## src/rtl/key_pulse_gen_pkg.sv

```systemverilog
// Shared constants, FSM state encoding and a width helper for the key pulse generator.
package key_pulse_gen_pkg;

  localparam int unsigned DefSampleDiv = 1250000;
  localparam int unsigned DefStableN   = 2;
  localparam int unsigned DefRepeatDly = 20;
  localparam int unsigned DefRepeatPer = 4;

  typedef enum logic [1:0] {
    StIdle = 2'd0,
    StHold = 2'd1,
    StRpt  = 2'd2
  } key_state_e;

  // Bits needed to hold values 0..max_val, never less than one.
  function automatic int unsigned cnt_width(input int unsigned max_val);
    return (max_val > 0) ? $clog2(max_val + 1) : 1;
  endfunction

  function automatic int unsigned max_u(input int unsigned a, input int unsigned b);
    return (a > b) ? a : b;
  endfunction

endpackage

```

## src/rtl/key_chan.sv

```systemverilog
// One push-button channel: two-flop synchronizer, tick-sampled debouncer and
// press/auto-repeat FSM with a registered one-cycle press pulse.
module key_chan
  import key_pulse_gen_pkg::*;
#(
  parameter int unsigned STABLE_N   = DefStableN,
  parameter int unsigned REPEAT_DLY = DefRepeatDly,
  parameter int unsigned REPEAT_PER = DefRepeatPer,
  parameter bit          REPEAT_EN  = 1'b0
) (
  input  logic CLK,
  input  logic RST,
  input  logic key_i,
  input  logic tick_i,
  output logic press_o,
  output logic level_o
);

  localparam int unsigned SW = cnt_width(STABLE_N);
  localparam int unsigned RW = cnt_width(max_u(REPEAT_DLY, REPEAT_PER));

  logic [1:0]    sync_q;
  logic [SW-1:0] stab_q;
  logic [SW-1:0] stab_inc;
  logic          level_q;
  logic          sample;
  logic          diff;
  logic          toggle;
  logic          rise;
  logic          fall;

  key_state_e    state_q;
  logic [RW-1:0] rpt_q;
  logic          press_q;

  // Raw key is active-low; reset value of all ones means released.
  always_ff @(posedge CLK or negedge RST) begin
    if (!RST) begin
      sync_q <= 2'b11;
    end else begin
      sync_q <= {sync_q[0], key_i};
    end
  end

  assign sample   = ~sync_q[1];
  assign stab_inc = stab_q + 1'b1;
  assign diff     = tick_i && (sample != level_q);
  assign toggle   = diff && (stab_inc == SW'(STABLE_N));
  assign rise     = toggle && !level_q;
  assign fall     = toggle && level_q;

  always_ff @(posedge CLK or negedge RST) begin
    if (!RST) begin
      stab_q  <= '0;
      level_q <= 1'b0;
    end else if (tick_i) begin
      if (toggle) begin
        stab_q  <= '0;
        level_q <= ~level_q;
      end else if (diff) begin
        stab_q  <= stab_inc;
      end else begin
        stab_q  <= '0;
      end
    end
  end

  always_ff @(posedge CLK or negedge RST) begin
    if (!RST) begin
      state_q <= StIdle;
      rpt_q   <= '0;
      press_q <= 1'b0;
    end else begin
      press_q <= 1'b0;
      if (fall) begin
        state_q <= StIdle;
        rpt_q   <= '0;
      end else begin
        unique case (state_q)
          StIdle: begin
            if (rise) begin
              state_q <= StHold;
              rpt_q   <= '0;
              press_q <= 1'b1;
            end
          end
          StHold: begin
            if (tick_i) begin
              if (REPEAT_EN && (rpt_q == RW'(REPEAT_DLY - 1))) begin
                state_q <= StRpt;
                rpt_q   <= '0;
                press_q <= 1'b1;
              end else if (rpt_q != RW'(REPEAT_DLY)) begin
                // Saturates so a long hold with repeat disabled never wraps.
                rpt_q <= rpt_q + 1'b1;
              end
            end
          end
          StRpt: begin
            if (tick_i) begin
              if (rpt_q == RW'(REPEAT_PER - 1)) begin
                rpt_q   <= '0;
                press_q <= 1'b1;
              end else begin
                rpt_q <= rpt_q + 1'b1;
              end
            end
          end
          default: begin
            state_q <= StIdle;
            rpt_q   <= '0;
          end
        endcase
      end
    end
  end

  assign press_o = press_q;
  assign level_o = level_q;

endmodule

```

## src/rtl/key_pulse_gen.sv

```systemverilog
// Debounced push-button pulse generator: one shared sample prescaler feeding
// NKEY independent key_chan instances.
module key_pulse_gen
  import key_pulse_gen_pkg::*;
#(
  parameter int unsigned          NKEY       = 3,
  parameter int unsigned          SAMPLE_DIV = DefSampleDiv,
  parameter int unsigned          STABLE_N   = DefStableN,
  parameter int unsigned          REPEAT_DLY = DefRepeatDly,
  parameter int unsigned          REPEAT_PER = DefRepeatPer,
  parameter logic [NKEY-1:0]      REPEAT_EN  = '0
) (
  input  logic            CLK,
  input  logic            RST,
  input  logic [NKEY-1:0] KEY,
  output logic [NKEY-1:0] PRESS,
  output logic [NKEY-1:0] LEVEL
);

  localparam int unsigned     PW     = cnt_width(SAMPLE_DIV - 1);
  localparam logic [PW-1:0]   DivMax = PW'(SAMPLE_DIV - 1);

  logic [PW-1:0] div_q;
  logic          tick;

  assign tick = (div_q == DivMax);

  always_ff @(posedge CLK or negedge RST) begin
    if (!RST) begin
      div_q <= '0;
    end else if (tick) begin
      div_q <= '0;
    end else begin
      div_q <= div_q + 1'b1;
    end
  end

  for (genvar i = 0; i < int'(NKEY); i++) begin : g_chan
    key_chan #(
      .STABLE_N  (STABLE_N),
      .REPEAT_DLY(REPEAT_DLY),
      .REPEAT_PER(REPEAT_PER),
      .REPEAT_EN (REPEAT_EN[i])
    ) u_chan (
      .CLK    (CLK),
      .RST    (RST),
      .key_i  (KEY[i]),
      .tick_i (tick),
      .press_o(PRESS[i]),
      .level_o(LEVEL[i])
    );
  end

endmodule

```

## config.mk

```make
export PLATFORM = sky130hd
export DESIGN_NAME = key_pulse_gen
export DESIGN_NICKNAME = d
export VERILOG_FILES = /design/src/rtl/key_pulse_gen_pkg.sv /design/src/rtl/key_chan.sv /design/src/rtl/key_pulse_gen.sv
export SDC_FILE = /design/constraint.sdc
export NUM_CORES = 1
export LEC_CHECK = 0
export CAP_MARGIN = 5
export CORE_MARGIN = 5
export CORE_UTILIZATION = 33
export DETAILED_ROUTE_END_ITERATION = 10
export DONT_BUFFER_PORTS = 1
export PLACE_DENSITY = 0.48
export SYNTH_ARGS = -nofsm -noshare
export SYNTH_HDL_FRONTEND = slang
export SYNTH_HIERARCHICAL = 1
export SYNTH_SLANG_ARGS = --single-unit
```

## constraint.sdc

```tcl
create_clock -name CLK -period 4.2 [get_ports CLK]
set_clock_uncertainty 0.1 [all_clocks]
set_input_delay 0.63 -clock CLK [delete_from_list [all_inputs] [get_ports CLK]]
set_output_delay 0.63 -clock CLK [all_outputs]
set_load 0.02 [all_outputs]
```

# [After elaboration in Yosys (flattened, before gate mapping)]
# Cells that the tools add are included.
[classes] n_addsub=7 mul=0 div=0 magnitude_cmp=0 eq_ne=34 shifts=0 mux=52 n_bitwise=6 n_reduce_logical=30
[ops] cell="$mux 5" count=18
[ops] cell="$pmux 5 s3" count=3
[ops] cell="$mux 2" count=12
[ops] cell="$ne 3x1->1 const B" count=8
[ops] cell="$add 21x1->21 const B" count=1
[ops] cell="$eq 21x21->1 const B" count=1
[ops] cell="$mux 21" count=1
[ops] cell="$add 5x1->5 const B" count=3
[ops] cell="$eq 5x2->1 const B" count=3
[ops] cell="$ne 5x5->1 const B" count=3
[ops] cell="$eq 2x2->1 const B" count=6
[ops] cell="$logic_and 1x1->1" count=12
[ops] cell="$mux 1" count=12
[ops] cell="$ne 3x2->1 const B" count=4
[ops] cell="$pmux 2 s2" count=3
[ops] cell="$reduce_and 2->1" count=6
[ops] cell="$reduce_and 4->1" count=3
[ops] cell="$add 2x1->2 const B" count=3
[ops] cell="$eq 2x1->1 const B" count=3
[ops] cell="$logic_not 2->1" count=3
[ops] cell="$ne 2x1->1 const B" count=3
[ops] cell="$not 1->1" count=6
[ops] cell="$pmux 1 s2" count=3
[ops] cell="$reduce_or 2->1" count=3
[ops] cell="2 further kinds" count=6
[word_totals] ff_bits=60 latchBits=0 ramBits=0 rom_bits=0 inputBits=5 output_inout_bits=6 elab_cells=148 n_memories=0

# [Depth between registers and ports, before layout]
# Gate-level depths: netlist of the first run.
[logic_depth] depth_word=8 mapped_depth=7 depth_no_buf=6

# [By module]
# The synthesis of the first run kept the hierarchy.
[modules_own_cells] mod="key_pulse_gen" instances=1 cells_each=90 area_each_um2=1029.7
[modules_own_cells] mod="key_chan" instances=3 cells_each=22 area_each_um2=286.5

# [Worst setup path after synthesis of the first run]
# OpenSTA, ideal clock, no wires.
[synth_path] kind="register -> register" from="reg div_q[0]" to="reg g_chan[0].u_chan.stab_q[1]" setup_ns=0.082 t_arrival_ns=1.874 required_ns=4.018 slack_ns=2.144 path_stages_with_launch=8 n_path_buf=1 synth_period_minus_slack_ns=2.056 path_cell_list="dfrtp_1 ha_1 and3_1 nand4_1 nor4b_4 buf_6 or3b_1 o22ai_1"
[synth_between] elab_chain_len=4 elab_cells_between_ends=5 classes_between="eq/ne (1); mux (2); reduce/logical (2)"
[synth_rtl] item="start: declaration" line="key_pulse_gen.sv:23" text="logic [PW-1:0] div_q;"
[synth_rtl] item="start signal: assignment" line="key_pulse_gen.sv:34" text="div_q <= div_q + 1'b1;"
[synth_rtl] item="$eq 21x21->1 *" line="key_pulse_gen.sv:26" text="assign tick = (div_q == DivMax);"
[synth_rtl] item="via tick" line="key_pulse_gen.sv:24" text="logic tick;"
[synth_rtl] item="$logic_and 1x1->1" line="key_chan.sv:47" text="assign diff = tick_i && (sample != level_q);"
[synth_rtl] item="$mux 2 / $logic_and 1x1->1 (equally long branches)" line="key_chan.sv:60, key_chan.sv:48"
[synth_rtl] item="$mux 2" line="key_chan.sv:57" text="if (toggle) begin"
[synth_rtl] item="end signal: assignment" line="key_chan.sv:61" text="stab_q <= stab_inc;"
[synth_rtl] item="end: declaration" line="key_chan.sv:23" text="logic [SW-1:0] stab_q;"
# Mark *: on every way through the listed nets, which the timed path passes. The rest lies on a longest branch.
# A chain may end at the register's enable or synchronous reset.

# [Worst setup path after layout of the first run]
[layout_path] from="reg div_q[0]" to="reg g_chan[0].u_chan.stab_q[1]"
[layout_between] elab_chain_len=4 elab_cells_between_ends=5 classes_between="eq/ne (1); mux (2); reduce/logical (2)"
[layout_rtl] item="$eq 21x21->1 *" line="key_pulse_gen.sv:26"
[layout_rtl] item="$logic_and 1x1->1" line="key_chan.sv:47"
[layout_rtl] item="$mux 2 / $logic_and 1x1->1 (equally long branches)" line="key_chan.sv:60, key_chan.sv:48"
[layout_rtl] item="$mux 2" line="key_chan.sv:57"
# Every way passes the cells marked *; elsewhere a longest branch is shown, timed or not.

==> impl_metrics.yaml, run 1 <==
worst_setup_path:
  rrSetupSlack_ns: 1.47
  path_buf_inv: 1
  worst_setup_path_end_kind: "register"
  crit_path_top_delay_cell: "nor4b_4"
  cp.required_ns: 4.32
  worst-path-max-fanout: 20
  path_cells: "ha_1 > and3_1 > nand4_1 > nor4b_4 > buf_4 > or3b_1 > o22ai_1"
  max_stage_delay_ns: 0.78
  critPathKind: "reg2reg"
  cp.arrival_ns: 2.85
  r2r-end: "g_chan[0].u_chan/stab_q[1]"
  r2r-start: "div_q[0]"
  reg2regPathDepth: 7
  cp-start-kind: "register"
  cp_top_family: "simple AND/OR/NAND/NOR gates"
die:
  chipHeight_um: 85.7
  io_pins: 11
  die_area_mm2: 0.00734
  initial_utilization_pct: 34.1
  coreArea_mm2: 0.00554
  row_count: 27
  die_x_um: 85.7
outcome:
  status: "complete, no violations"
clock_network:
  insertion_delay_ns: 0.29
  clockBufferDepth: 2
  numCtsBuffers: 5
  cts_root_buffer: "clkbuf_8"
  h-tree-depth: 2
  clock-sinks: 42
  path_clk_slew_ns: 0.09
  cts_tree: "built"
  post_cts_buffers: 0
logic_synthesis:
  synth_cells: 156
  synthesis.nets: 165
  syn_area_mm2: 0.00189
  yosysTopAreaCell: "dfrtp_1"
  ys_warn_count: 6
  synthFlopType: "dfrtp_1"
  async_flop_share_pct: 100
  synth_cell_types: 32
  synth_edf_count: 0
  synth_area_leaders: "dfrtp_1 (48%), dfstp_2 (8.3%), xor2_1 (5.1%), xnor2_1 (4.2%), ha_1 (2.6%)"
  syn_avg_cell_area_um2: 12.1
  synth_seq_cells: 42
  ys_seq_area_share_pct: 56.0
  netlist.area_leader.share_pct: 47.7
cells_and_area:
  antenna_cells: 0
  drive_gt1_share_pct: 12.3
  layout_commonest_cell: "dfrtp_1"
  multi_input_area_um2: 796
  seqCellArea_mm2: 0.00106
  fill_cells: 548
  postLayoutCellArea_mm2: 0.00210
  layout_common_cells: "dfrtp_1 (36), xor2_1 (11), xnor2_1 (9), nor2_1 (9), nand4_1 (8)"
  fin_nets: 171
  area_growth_pct: 11.0
placement:
  dp_hpwl_um: 2100
  port_buffers: 0
  place_area_mm2: 0.00196
  gp_congestion: 0.799
flow_run:
  maxCapViolCount: 0
timing:
  hold_violations: 0
  finalMaxSlewViolations: 0
  timing.fmax_mhz: 367
  worst_pin_slew_ns: 0.841
  finalSetupTns_ns: 0
  fin_crit_ns: 2.73
  rsz0062_at_grt: "no"
  slew-limit-headroom_pct: 43.7
  setup_viol: 0
  fin_crit_sh_pct: 64.9
drt:
  viasPerCell: 5.00
  wl_per_cell_um: 13.5
  drcViolationCount: 0
  num_vias: 1176
  drt-total-wl_um: 3180
  postRouteAntennaNets: 0
  drtPass1Iterations: 4
  drtIter0Drc: 54
worst_hold_path:
  worstHoldPathType: "in2async"
global_route:
  gr-total-overflow: 0
  grt_max_degree: 37
  antenna_found_initial: 0
  grt_pass1_wl_um: 5700
  grt_pass1_vias: 1222
  gr-usage-all-layers_pct: 9.84
power:
  powerDensity_mw_per_mm2: 353
  cellLeakagePower_nw: 0.967
  peakVddDrop_mv: 0.218
## worst register-to-register path, stage by stage (launching register included)
cell     delay, ns
dfrtp_1       0.39
ha_1          0.21
and3_1        0.23
nand4_1       0.14
nor4b_4       0.78
buf_4         0.34
or3b_1        0.36
o22ai_1       0.11
## report_power, final
group	internal, W	leakage [nW]	switching, W
clock	0.000177	0.0504	0.000141
combinational	0.00000300	0.365	0.00000721
sequential	0.000409	0.552	0.00000210
## routing by layer
metal / track usage (%) / part of all wire (%) / vias up
met5: 0 / 0 / -
met4: 3.45 / 0.66 / 0
met3: 3.75 / 4.8 / 2
met2: 15.0 / 46 / 19
met1: 12.8 / 48 / 578
li1: - / - / 577
## registers in the layout, summed over array words and instances (netlist names)
| name | flops |
|---|---|
| div_q | 21 |
| g_chan.u_chan/stab_q | 6 |
| g_chan.u_chan/sync_q | 6 |
| g_chan.u_chan/level_o | 3 |
| g_chan.u_chan/press_o | 3 |
| g_chan.u_chan/state_q | 3 |
## kinds of logic after synthesis
family,share of synthesized area (%)
AOI/OAI and AO/OA,7.22
xor gates and xnor gates,9.27
adders and majority gates,2.65
buffers and inverters,1.85
DFF,56.0
and+or+nand+nor,23.0
## how the worst max path moves through the flow
stage / end / from / depth (start not counted) / slack (ns)
after floorplan: g_chan[0].u_chan/stab_q[1] / div_q[0] / 7 / 2.14
after global placement: g_chan[0].u_chan/stab_q[1] / div_q[0] / 7 / 1.54
after detailed placement: g_chan[0].u_chan/stab_q[1] / div_q[0] / 7 / 1.46
after CTS: g_chan[0].u_chan/stab_q[1] / div_q[0] / 7 / 1.43
after global routing: g_chan[0].u_chan/stab_q[1] / div_q[0] / 7 / 1.25
final: g_chan[0].u_chan/stab_q[1] / div_q[0] / 7 / 1.47
## cell type report
type | instances | area share [%]
clock inverter | 3 | 2.15
inverter | 3 | 0.537
sequential | 42 | 50.5
multi-input combinational | 108 | 37.9
timing repair buffer | 2 | 1.31
clock buffer | 5 | 3.28
tap | 72 | 4.30
## cells in the mapped netlist (4+ instances only)
cell type,number
nand3_1,7
ha_1,4
nand2_1,5
xnor2_1,9
a31oi_1,4
xor2_1,11
dfrtp_1,36
nand4_1,8
dfstp_2,6
a21oi_1,4
nor2_1,9
nor2b_1,4
and3_1,6
## stage by stage
step / instances / util (%) / total power (W) / hold slack (ns) / worst slack [ns]
floorplan: 156 / - / 0.000420 / 0.234 / 2.14
global placement: 226 / 35.4 / 0.000421 / 0.236 / 1.54
detailed placement: 226 / 35.4 / 0.000421 / 0.236 / 1.46
CTS: 235 / 37.9 / 0.000753 / 0.0566 / 1.43
global route: 235 / 37.9 / 0.000774 / 0.0417 / 1.25
finish: 235 / 37.9 / 0.000740 / 0.0673 / 1.47
## repair_timing
action                                 in CTS  in global routing
endpoints found under the hold margin      36                  0
gates resized for setup                     0                  0
hold buffers                                1                  0
Power figures use the tool's default switching activity.
==> run 2: changes to the inputs <==
==> constraint.sdc (replaced) <==
create_clock -name CLK -period 2.65 [get_ports CLK]
set_clock_uncertainty 0.1 [all_clocks]
set_input_delay 0.3975 -clock CLK [delete_from_list [all_inputs] [get_ports CLK]]
set_output_delay 0.3975 -clock CLK [all_outputs]
set_load 0.02 [all_outputs]
==> run 2 against run 1 <==
Compared with the run above:
- non-clock buffer count is 5 higher
- setup slack worse by 1.0 ns
- combinational power is 130% higher
- design area is 1.4% higher
- register-to-register slack worse by 1.0 ns
- count of clock-buffer cells in the layout is 1 higher
- sequential power is 59% higher
- clock power is 37% higher
- wire length is 4.9% higher
- critical path depth stayed put
- sequential share of layout area is 0.68 points lower
==> impl_metrics.yaml, run 2 (synthesis results as in run 1) <==
worst_setup_path:
  path_buf_inv: 1
  cp.required_ns: 2.77
  worst_setup_path_end_kind: "register"
  crit_path_top_delay_cell: "dfrtp_1"
  max_stage_delay_ns: 0.39
  cp_top_family: "simple AND/OR/NAND/NOR gates"
  cp-start-kind: "register"
  cp.arrival_ns: 2.29
  critPathKind: "reg2reg"
  rrSetupSlack_ns: 0.47
  worst-path-max-fanout: 19
  path_cells: "ha_1 > and3_1 > nand4_1 > nor4b_4 > buf_4 > or3b_1 > o22ai_1"
placement:
  port_buffers: 0
  dp_hpwl_um: 2250
  dp_slack_ns: 0.483
  gp_congestion: 0.799
  place_area_mm2: 0.00197
clock_network:
  cts_tree: "built"
  cts_root_buffer: "clkbuf_8"
  clockBufferDepth: 2
  insertion_delay_ns: 0.30
  numCtsBuffers: 5
  path_clk_slew_ns: 0.08
  post_cts_buffers: 0
  clock-sinks: 42
  h-tree-depth: 2
timing:
  slew-limit-headroom_pct: 77.5
  finalSetupTns_ns: 0
  fin_ws_ns: 0.475
  worst_pin_slew_ns: 0.335
  fin_crit_sh_pct: 82.1
  hold_ws_ns: 0.262
  setup_viol: 0
  finalMaxSlewViolations: 0
  fin_crit_ns: 2.18
  timing.fmax_mhz: 460
  rsz0062_at_grt: "no"
  hold_violations: 0
cells_and_area:
  postLayoutCellArea_mm2: 0.00213
  drive_gt1_share_pct: 12.5
  top_regs: "div_q (21), g_chan.u_chan/stab_q (6), g_chan.u_chan/sync_q (6)"
  top_register: "div_q"
  antenna_cells: 0
  largest_register_ffs: 21
  layout_commonest_cell: "dfrtp_1"
  fill_cells: 544
  fin_nets: 176
  area_growth_pct: 12.5
  layout_common_cells: "dfrtp_1 (36), xor2_1 (11), xnor2_1 (9), nor2_1 (9), nand4_1 (8)"
global_route:
  grt_max_degree: 43
  gr-usage-all-layers_pct: 10.4
  grt_pass1_vias: 1242
  gr-total-overflow: 0
  grt_pass1_wl_um: 5930
  antenna_found_initial: 0
worst_hold_path:
  worstHoldPathType: "reg2reg"
drt:
  wl_per_cell_um: 13.9
  postRouteAntennaNets: 0
  drtPass1Iterations: 4
  num_vias: 1206
  viasPerCell: 5.03
  drtIter0Drc: 36
  drcViolationCount: 0
  drt-total-wl_um: 3330
power:
  cellLeakagePower_nw: 0.986
  peakVddDrop_mv: 0.223
  powerDensity_mw_per_mm2: 522
outcome:
  status: "complete, no violations"
die:
  row_count: 27
  initial_utilization_pct: 34.1
  die_area_mm2: 0.00734
  io_pins: 11
  coreArea_mm2: 0.00554
  die_x_um: 85.7
  chipHeight_um: 85.7
flow_run:
  maxCapViolCount: 0
run 2: worst reg2reg max path: stages (launching register included):
cell	delay [ns]
dfrtp_1	0.39
ha_1	0.21
and3_1	0.24
nand4_1	0.14
nor4b_4	0.29
buf_4	0.25
or3b_1	0.37
o22ai_1	0.11
run 2: power by group:
| part | switching, W | total [W] | leakage (nW) | internal (W) |
|---|---|---|---|---|
| clock network | 0.000225 | 0.000435 | 0.0472 | 0.000209 |
| logic | 0.0000145 | 0.0000231 | 0.387 | 0.00000860 |
| registers | 0.00000347 | 0.000652 | 0.552 | 0.000649 |
run 2: timing repair:
action                                 4_1_cts  5_1_grt
setup endpoints to repair                    0        0
gates resized for setup                      0        0
hold buffers                                 5        0
endpoints found under the hold margin       45        0
run 2: routing by layer:
metal  GRT usage (%)  wire, um  up-vias
li1                -         -      581
met1            13.0      1530      605
met2            15.6      1630       15
met3            4.42       135        5
met4            4.60        44        0
met5               0         0        -
run 2: area by class of cell:
cell class                      count  area [um^2]  area share, %
Sequential cell                    42         1060           49.8
Multi-Input combinational cell    108          796           37.4
Tap cell                           72         90.1           4.24
Clock buffer                        6         82.6           3.88
Timing Repair Buffer                7         75.1           3.53
Clock inverter                      2         12.5          0.589
Inverter                            3         11.3          0.530
run 2: worst paths after layout:
| kind | from | end | cells after the start |
|---|---|---|---|
| max reg2reg | div_q[0] | g_chan[2].u_chan/stab_q[1] | 7 |
| max | div_q[0] | g_chan[2].u_chan/stab_q[1] | 7 |
| min | g_chan[0].u_chan/sync_q[0] | g_chan[0].u_chan/sync_q[1] | 0 |
| min in group asynchronous | RST | g_chan[0].u_chan/stab_q[1] | 2 |
| min reg2reg | g_chan[0].u_chan/sync_q[0] | g_chan[0].u_chan/sync_q[1] | 0 |
| max in group asynchronous | RST | g_chan[2].u_chan/sync_q[0] | 2 |
run 2: through the flow:
| step | total power, W | std cells | util, % |
|---|---|---|---|
| 2_1_floorplan | 0.000666 | 156 | - |
| 3_3_place_gp | 0.000667 | 227 | 35.6 |
| 3_5_place_dp | 0.000668 | 227 | 35.6 |
| 4_1_cts | 0.00113 | 240 | 38.4 |
| 5_1_grt | 0.00117 | 240 | 38.4 |
| 6_report | 0.00111 | 240 | 38.4 |
